==> config.mk <==
export PLATFORM = sky130hd
export DESIGN_NAME = fetch_unit
export DESIGN_NICKNAME = d
export VERILOG_FILES = /design/src/rtl/nbbpu_pkg.sv /design/src/rtl/wait_timer.sv /design/src/rtl/fetch_unit.sv
export SDC_FILE = /design/constraint.sdc
export NUM_CORES = 1
export LEC_CHECK = 0
export BUFFER_PORTS_ARGS = -buffer_cell sky130_fd_sc_hd__buf_2
export CAP_MARGIN = 40
export CORE_ASPECT_RATIO = 0.6
export CORE_UTILIZATION = 40
export CTS_BUF_LIST = sky130_fd_sc_hd__clkbuf_16
export CTS_CLUSTER_DIAMETER = 40
export DETAILED_ROUTE_END_ITERATION = 16
export PLACE_DENSITY = 0.59
export SLEW_MARGIN = 20
export SYNTH_ARGS = -nofsm -noshare
export SYNTH_HDL_FRONTEND = slang
export SYNTH_SLANG_ARGS = --single-unit
export TNS_END_PERCENT = 20
==> constraint.sdc <==
create_clock -name clock -period 2.5 [get_ports clock]
set_input_delay 0.5 -clock clock [delete_from_list [all_inputs] [get_ports clock]]
set_output_delay 0.5 -clock clock [all_outputs]
set_load 0.02 [all_outputs]
==> src/rtl/nbbpu_pkg.sv <==
// Shared NBBPU definitions: fetch FSM encoding, sticky fault codes, instruction width.
package nbbpu_pkg;

    localparam int INSTR_WIDTH = 16;

    localparam logic [1:0] FAULT_NONE     = 2'b00;
    localparam logic [1:0] FAULT_TIMEOUT  = 2'b01;
    localparam logic [1:0] FAULT_MISALIGN = 2'b10;

    typedef enum logic [1:0] {
        FETCH_IDLE  = 2'd0,
        FETCH_LO    = 2'd1,
        FETCH_HI    = 2'd2,
        FETCH_FAULT = 2'd3
    } fetch_state_t;

    // Little-endian pairing of two bus bytes into one instruction word.
    function automatic logic [INSTR_WIDTH-1:0] join_bytes(input logic [7:0] hi_byte,
                                                          input logic [7:0] lo_byte);
        return {hi_byte, lo_byte};
    endfunction

endpackage

==> src/rtl/wait_timer.sv <==
// Saturating wait-cycle counter with clear/enable; expire flags the enabled cycle that
// would bring the count up to LIMIT, so the caller can act on that same edge.
module wait_timer #(
    parameter int WIDTH = 8,
    parameter int LIMIT = 255
) (
    input  logic clock,
    input  logic reset,
    input  logic clear,
    input  logic enable,
    output logic expire
);

    localparam logic [WIDTH-1:0] MAX_COUNT  = WIDTH'(LIMIT);
    localparam logic [WIDTH-1:0] LAST_COUNT = WIDTH'(LIMIT - 1);

    logic [WIDTH-1:0] count;

    always_ff @(posedge clock or posedge reset) begin
        if (reset) begin
            count <= '0;
        end else if (clear) begin
            count <= '0;
        end else if (enable && (count != MAX_COUNT)) begin
            count <= count + 1'b1;
        end
    end

    assign expire = enable && !clear && (count >= LAST_COUNT);

endmodule

==> src/rtl/fetch_unit.sv <==
// Instruction fetch for the NBBPU: reads a 16-bit instruction as two byte reads,
// caches the last fetched PC/instruction pair and stalls the core until it matches.
module fetch_unit
    import nbbpu_pkg::*;
#(
    parameter int ADDR_WIDTH = 16,
    parameter int TIMEOUT    = 255
) (
    input  logic                   clock,
    input  logic                   reset,
    input  logic [ADDR_WIDTH-1:0]  PC,
    input  logic                   mem_ready,
    input  logic [7:0]             mem_rdata,
    output logic                   mem_req,
    output logic [ADDR_WIDTH-1:0]  mem_addr,
    output logic [INSTR_WIDTH-1:0] instruction,
    output logic                   instr_valid,
    output logic                   stall,
    output logic [1:0]             fault
);

    fetch_state_t          state, state_next;
    logic [ADDR_WIDTH-1:0] fetch_addr;
    logic [ADDR_WIDTH-1:0] tag;
    logic                  tag_valid;
    logic [7:0]            lo_byte;

    logic       hit;
    logic       busy;
    logic       timer_expire;
    logic       latch_fetch;
    logic       take_lo;
    logic       take_hi;
    logic       set_fault;
    logic [1:0] fault_code;

    assign hit  = tag_valid && (tag == PC);
    assign busy = (state == FETCH_LO) || (state == FETCH_HI);

    // Timer restarts on every accepted byte so each byte gets its own budget.
    wait_timer #(
        .WIDTH(8),
        .LIMIT(TIMEOUT)
    ) u_wait_timer (
        .clock (clock),
        .reset (reset),
        .clear (!busy || mem_ready),
        .enable(busy && !mem_ready),
        .expire(timer_expire)
    );

    always_ff @(posedge clock or posedge reset) begin
        if (reset) begin
            state <= FETCH_IDLE;
        end else begin
            state <= state_next;
        end
    end

    always_comb begin
        state_next  = state;
        mem_req     = 1'b0;
        mem_addr    = '0;
        latch_fetch = 1'b0;
        take_lo     = 1'b0;
        take_hi     = 1'b0;
        set_fault   = 1'b0;
        fault_code  = FAULT_NONE;
        case (state)
            FETCH_IDLE: begin
                if (!hit) begin
                    if (PC[0]) begin
                        state_next = FETCH_FAULT;
                        set_fault  = 1'b1;
                        fault_code = FAULT_MISALIGN;
                    end else begin
                        state_next  = FETCH_LO;
                        latch_fetch = 1'b1;
                    end
                end
            end
            FETCH_LO: begin
                mem_req  = 1'b1;
                mem_addr = {fetch_addr[ADDR_WIDTH-1:1], 1'b0};
                if (mem_ready) begin
                    state_next = FETCH_HI;
                    take_lo    = 1'b1;
                end else if (timer_expire) begin
                    state_next = FETCH_FAULT;
                    set_fault  = 1'b1;
                    fault_code = FAULT_TIMEOUT;
                end
            end
            FETCH_HI: begin
                mem_req  = 1'b1;
                mem_addr = {fetch_addr[ADDR_WIDTH-1:1], 1'b1};
                if (mem_ready) begin
                    state_next = FETCH_IDLE;
                    take_hi    = 1'b1;
                end else if (timer_expire) begin
                    state_next = FETCH_FAULT;
                    set_fault  = 1'b1;
                    fault_code = FAULT_TIMEOUT;
                end
            end
            FETCH_FAULT: begin
                state_next = FETCH_FAULT;
            end
            default: begin
                state_next = FETCH_IDLE;
            end
        endcase
    end

    // A PC change mid-fetch does not abort the bus pair; the tag records what was
    // actually fetched, so IDLE simply sees a miss afterwards and refetches.
    always_ff @(posedge clock or posedge reset) begin
        if (reset) begin
            fetch_addr  <= '0;
            tag         <= '0;
            tag_valid   <= 1'b0;
            lo_byte     <= '0;
            instruction <= '0;
            fault       <= FAULT_NONE;
        end else begin
            if (latch_fetch) begin
                fetch_addr <= PC;
            end
            if (take_lo) begin
                lo_byte <= mem_rdata;
            end
            if (take_hi) begin
                instruction <= join_bytes(mem_rdata, lo_byte);
                tag         <= fetch_addr;
                tag_valid   <= 1'b1;
            end
            if (set_fault) begin
                fault <= fault_code;
            end
        end
    end

    assign instr_valid = (state == FETCH_IDLE) && hit && (fault == FAULT_NONE);
    assign stall       = ~instr_valid;

endmodule

==> metrics.txt <==
Setup Skew=3.86 ps; die width=118 um; cell taking the most area after synthesis=dfrtp_1; vias in the first global route=2113; worst flop-to-flop path startpoint=tag[7]; Crit path depth=7; CP most frequent cell=buf_4; largest net degree at the start of global routing=42; critical path launch point=tag[7]; routed wire length per instance=14.4 um; cells along the critical path=or2b_2 -> o2111ai_4 -> nor4_4 -> buf_4 -> nand4_1 -> inv_1 -> buf_4; Setup violations, final=0; die area=8480 um2; Mapped Nets=288; crit path DAT=1850 ps; Clock Tree Buf Depth=2; part of the Yosys area used for sequential elements=0.533; Worst Tran Pin Value=680 ps; HPWL after DPL=4560 um; Cell Area, Synth=3240 um2; critical path buffer and inverter count=3; Iter 0 DRT Violations=92; clock root buffer=clkbuf_16; total track usage=0.168; Initial Util=0.413; Vias/cell=4.80; Max-cap violations=0; R2R setup slack=430 ps; min Tclk post-route=2350 ps; fmax=0.425 GHz; height of the die=71.7 um; critical path's largest stage delay=400 ps; final slew viol count=0; Rows=25; global route overflow=0; CTS buffer count=9; total DRC errors in the routed layout=0; vias=2113; Synth Instances=253; Req. time, crit path=2000 ps; worst setup path end=instr_valid; Hold Crit Class=primary input to async pin; Setup CP Type=register to primary output; family with the most delay on the worst path=simple AND/OR/NAND/NOR gates; total power=5.68 mW; router iterations before antenna repair=4; post-CTS setup buffer count=0; clock latency on the worst-skew pair=330 ps; FF-to-FF path depth=5; H-tree depth=3; Period Utilization, post-route=0.940; Post-Route WL=6330 um; Port Buffer Count=63; n_diodes=0; P&R area growth vs syn=28.3%; CP max-delay cell=dfrtp_1; CTS tree=yes; Detail Route Antenna Nets=0; RSZ-0062 raised after global routing=false; status=finished clean; Worst Setup Start Kind=register; slew margin rel.=0.546; routability cong.=0.781; Core Area=7850 um2; unique cell type count in the Yosys netlist=39; synthesized area per cell=12.8 um2; CTS Sinks=69; LEAKAGE=1.93 nW; synth warn=0; Nets=362; num ports=64; #FFs+latches synth=69; ranking of synthesized cells by area=dfrtp_1 (53%), mux2_2 (16%), mux2_4 (4.2%); crit-path max FO=3; first-pass GRT wire length=10800 um; Critical Path End Type=primary output; Hold Vio Cnt, Final=0; share of the synthesized area in the top cell type=0.533; worst r2r dst=fetch_addr[13]; maximum vdd drop=552 uV; PD cells=1370 nW/um2; setup_tns=0 ps; Clk pin slew, worst setup/hold paths=50 ps; share of cells above drive strength 1=0.455; initial antenna violation count=0
-- cell type report --
type | instances | area [um2]
Inverter | 12 | 45.0
Multi-Input combinational cell | 166 | 1490
Clock buffer | 9 | 225
Tap cell | 108 | 135
Timing Repair Buffer | 69 | 375
Sequential cell | 69 | 1730
Fill cell | 694 | 3690
Clock inverter | 7 | 161
-- registers in the layout, indices dropped and copies added (netlist names) --
name / cells
fault: 2
fetch_addr: 16
instruction: 16
lo_byte: 8
state: 2
tag: 16
tag_valid: 1
u_wait_timer.count: 8
-- cells in the final DEF, fill, tap and decap left out, types with 4 or more instances in the layout --
master     netlist  routed
clkbuf_16        0       9
a211oi_1         4       4
bufinv_16        0       5
nor2_1          15      15
xnor2_1         14      11
and2_1          15      15
inv_1           12      11
nand2b_1         5       5
mux2_4           9       9
mux2_2          46      46
dfrtp_1         69      69
buf_4            0       6
buf_2            0      62
ha_1             8       8
nand3_1          7       7
nand2_1         11      11
-- report_power, final --
part | internal (mW) | total [mW] | switching, mW
sequential | 1.60 | 1.91 | 0.306
clock | 1.17 | 1.63 | 0.459
combinational | 1.03 | 2.14 | 1.11
-- layer usage --
layer  track usage  wire, um  up-vias
li1              -         -     1033
met1         0.259      3440     1021
met2         0.210      2450       51
met3        0.0541       367        8
met4        0.0684        73        0
met5             0         0        -
-- cell usage after synthesis, drive strengths merged --
| cell | n |
|---|---|
| o221ai | 1 |
| or4 | 1 |
| mux2i | 1 |
| xnor2 | 14 |
| dfrtp | 69 |
| clkbuf | 2 |
| a22o | 2 |
| nand2 | 11 |
| a31oi | 1 |
| a21oi | 3 |
| o2111ai | 1 |
| nand2b | 5 |
| nand3b | 1 |
| mux2 | 55 |
| o21a | 1 |
| xor2 | 2 |
| nand4 | 3 |
| or2b | 1 |
| nor2 | 15 |
| or3 | 1 |
| a2111oi | 1 |
| nand3 | 7 |
| and4 | 2 |
| a211oi | 4 |
| nor3 | 1 |
| o21ai | 3 |
| and2b | 1 |
| and2 | 15 |
| o22ai | 1 |
| inv | 12 |
| buf | 4 |
| ha | 8 |
| nor2b | 1 |
| nor4 | 3 |
-- how the worst min path moves through the flow --
stage,depth (start not counted),endpoint
2_1_floorplan,1,tag_valid
3_3_place_gp,1,tag_valid
3_5_place_dp,1,tag_valid
4_1_cts,2,lo_byte[6]
5_1_grt,2,instruction[9]
6_report,2,instruction[9]
-- repair_timing --
| item | CTS | global route |
|---|---|---|
| resized for setup | 0 | 7 |
| hold buffers | 0 | 0 |
| setup endpoints to repair | 0 | 2 |
-- cells by family after synthesis --
kind of cell | share of synthesized area
AO/OA/AOI/OAI | 0.0436
adder cells (fa/ha/maj) | 0.0309
flip-flops | 0.533
buffers and inverters | 0.0232
XOR/XNOR | 0.0432
AND/OR/NAND/NOR | 0.122
multiplexers | 0.205
-- per-stage QoR --
step / std cells / utilization / setup slack, ps / hold WS (ps) / instance area [um2]
detailed placement: 424 / 0.474 / 112 / 475 / 3720
floorplan: 253 / - / 260 / 453 / 3240
CTS: 440 / 0.523 / 18.5 / 268 / 4110
finish: 440 / 0.529 / 150 / 263 / 4160
global placement: 424 / 0.474 / 98.9 / 481 / 3720
global route: 440 / 0.529 / 7.27 / 306 / 4160
No activity file was read; power rests on OpenSTA's default activity.
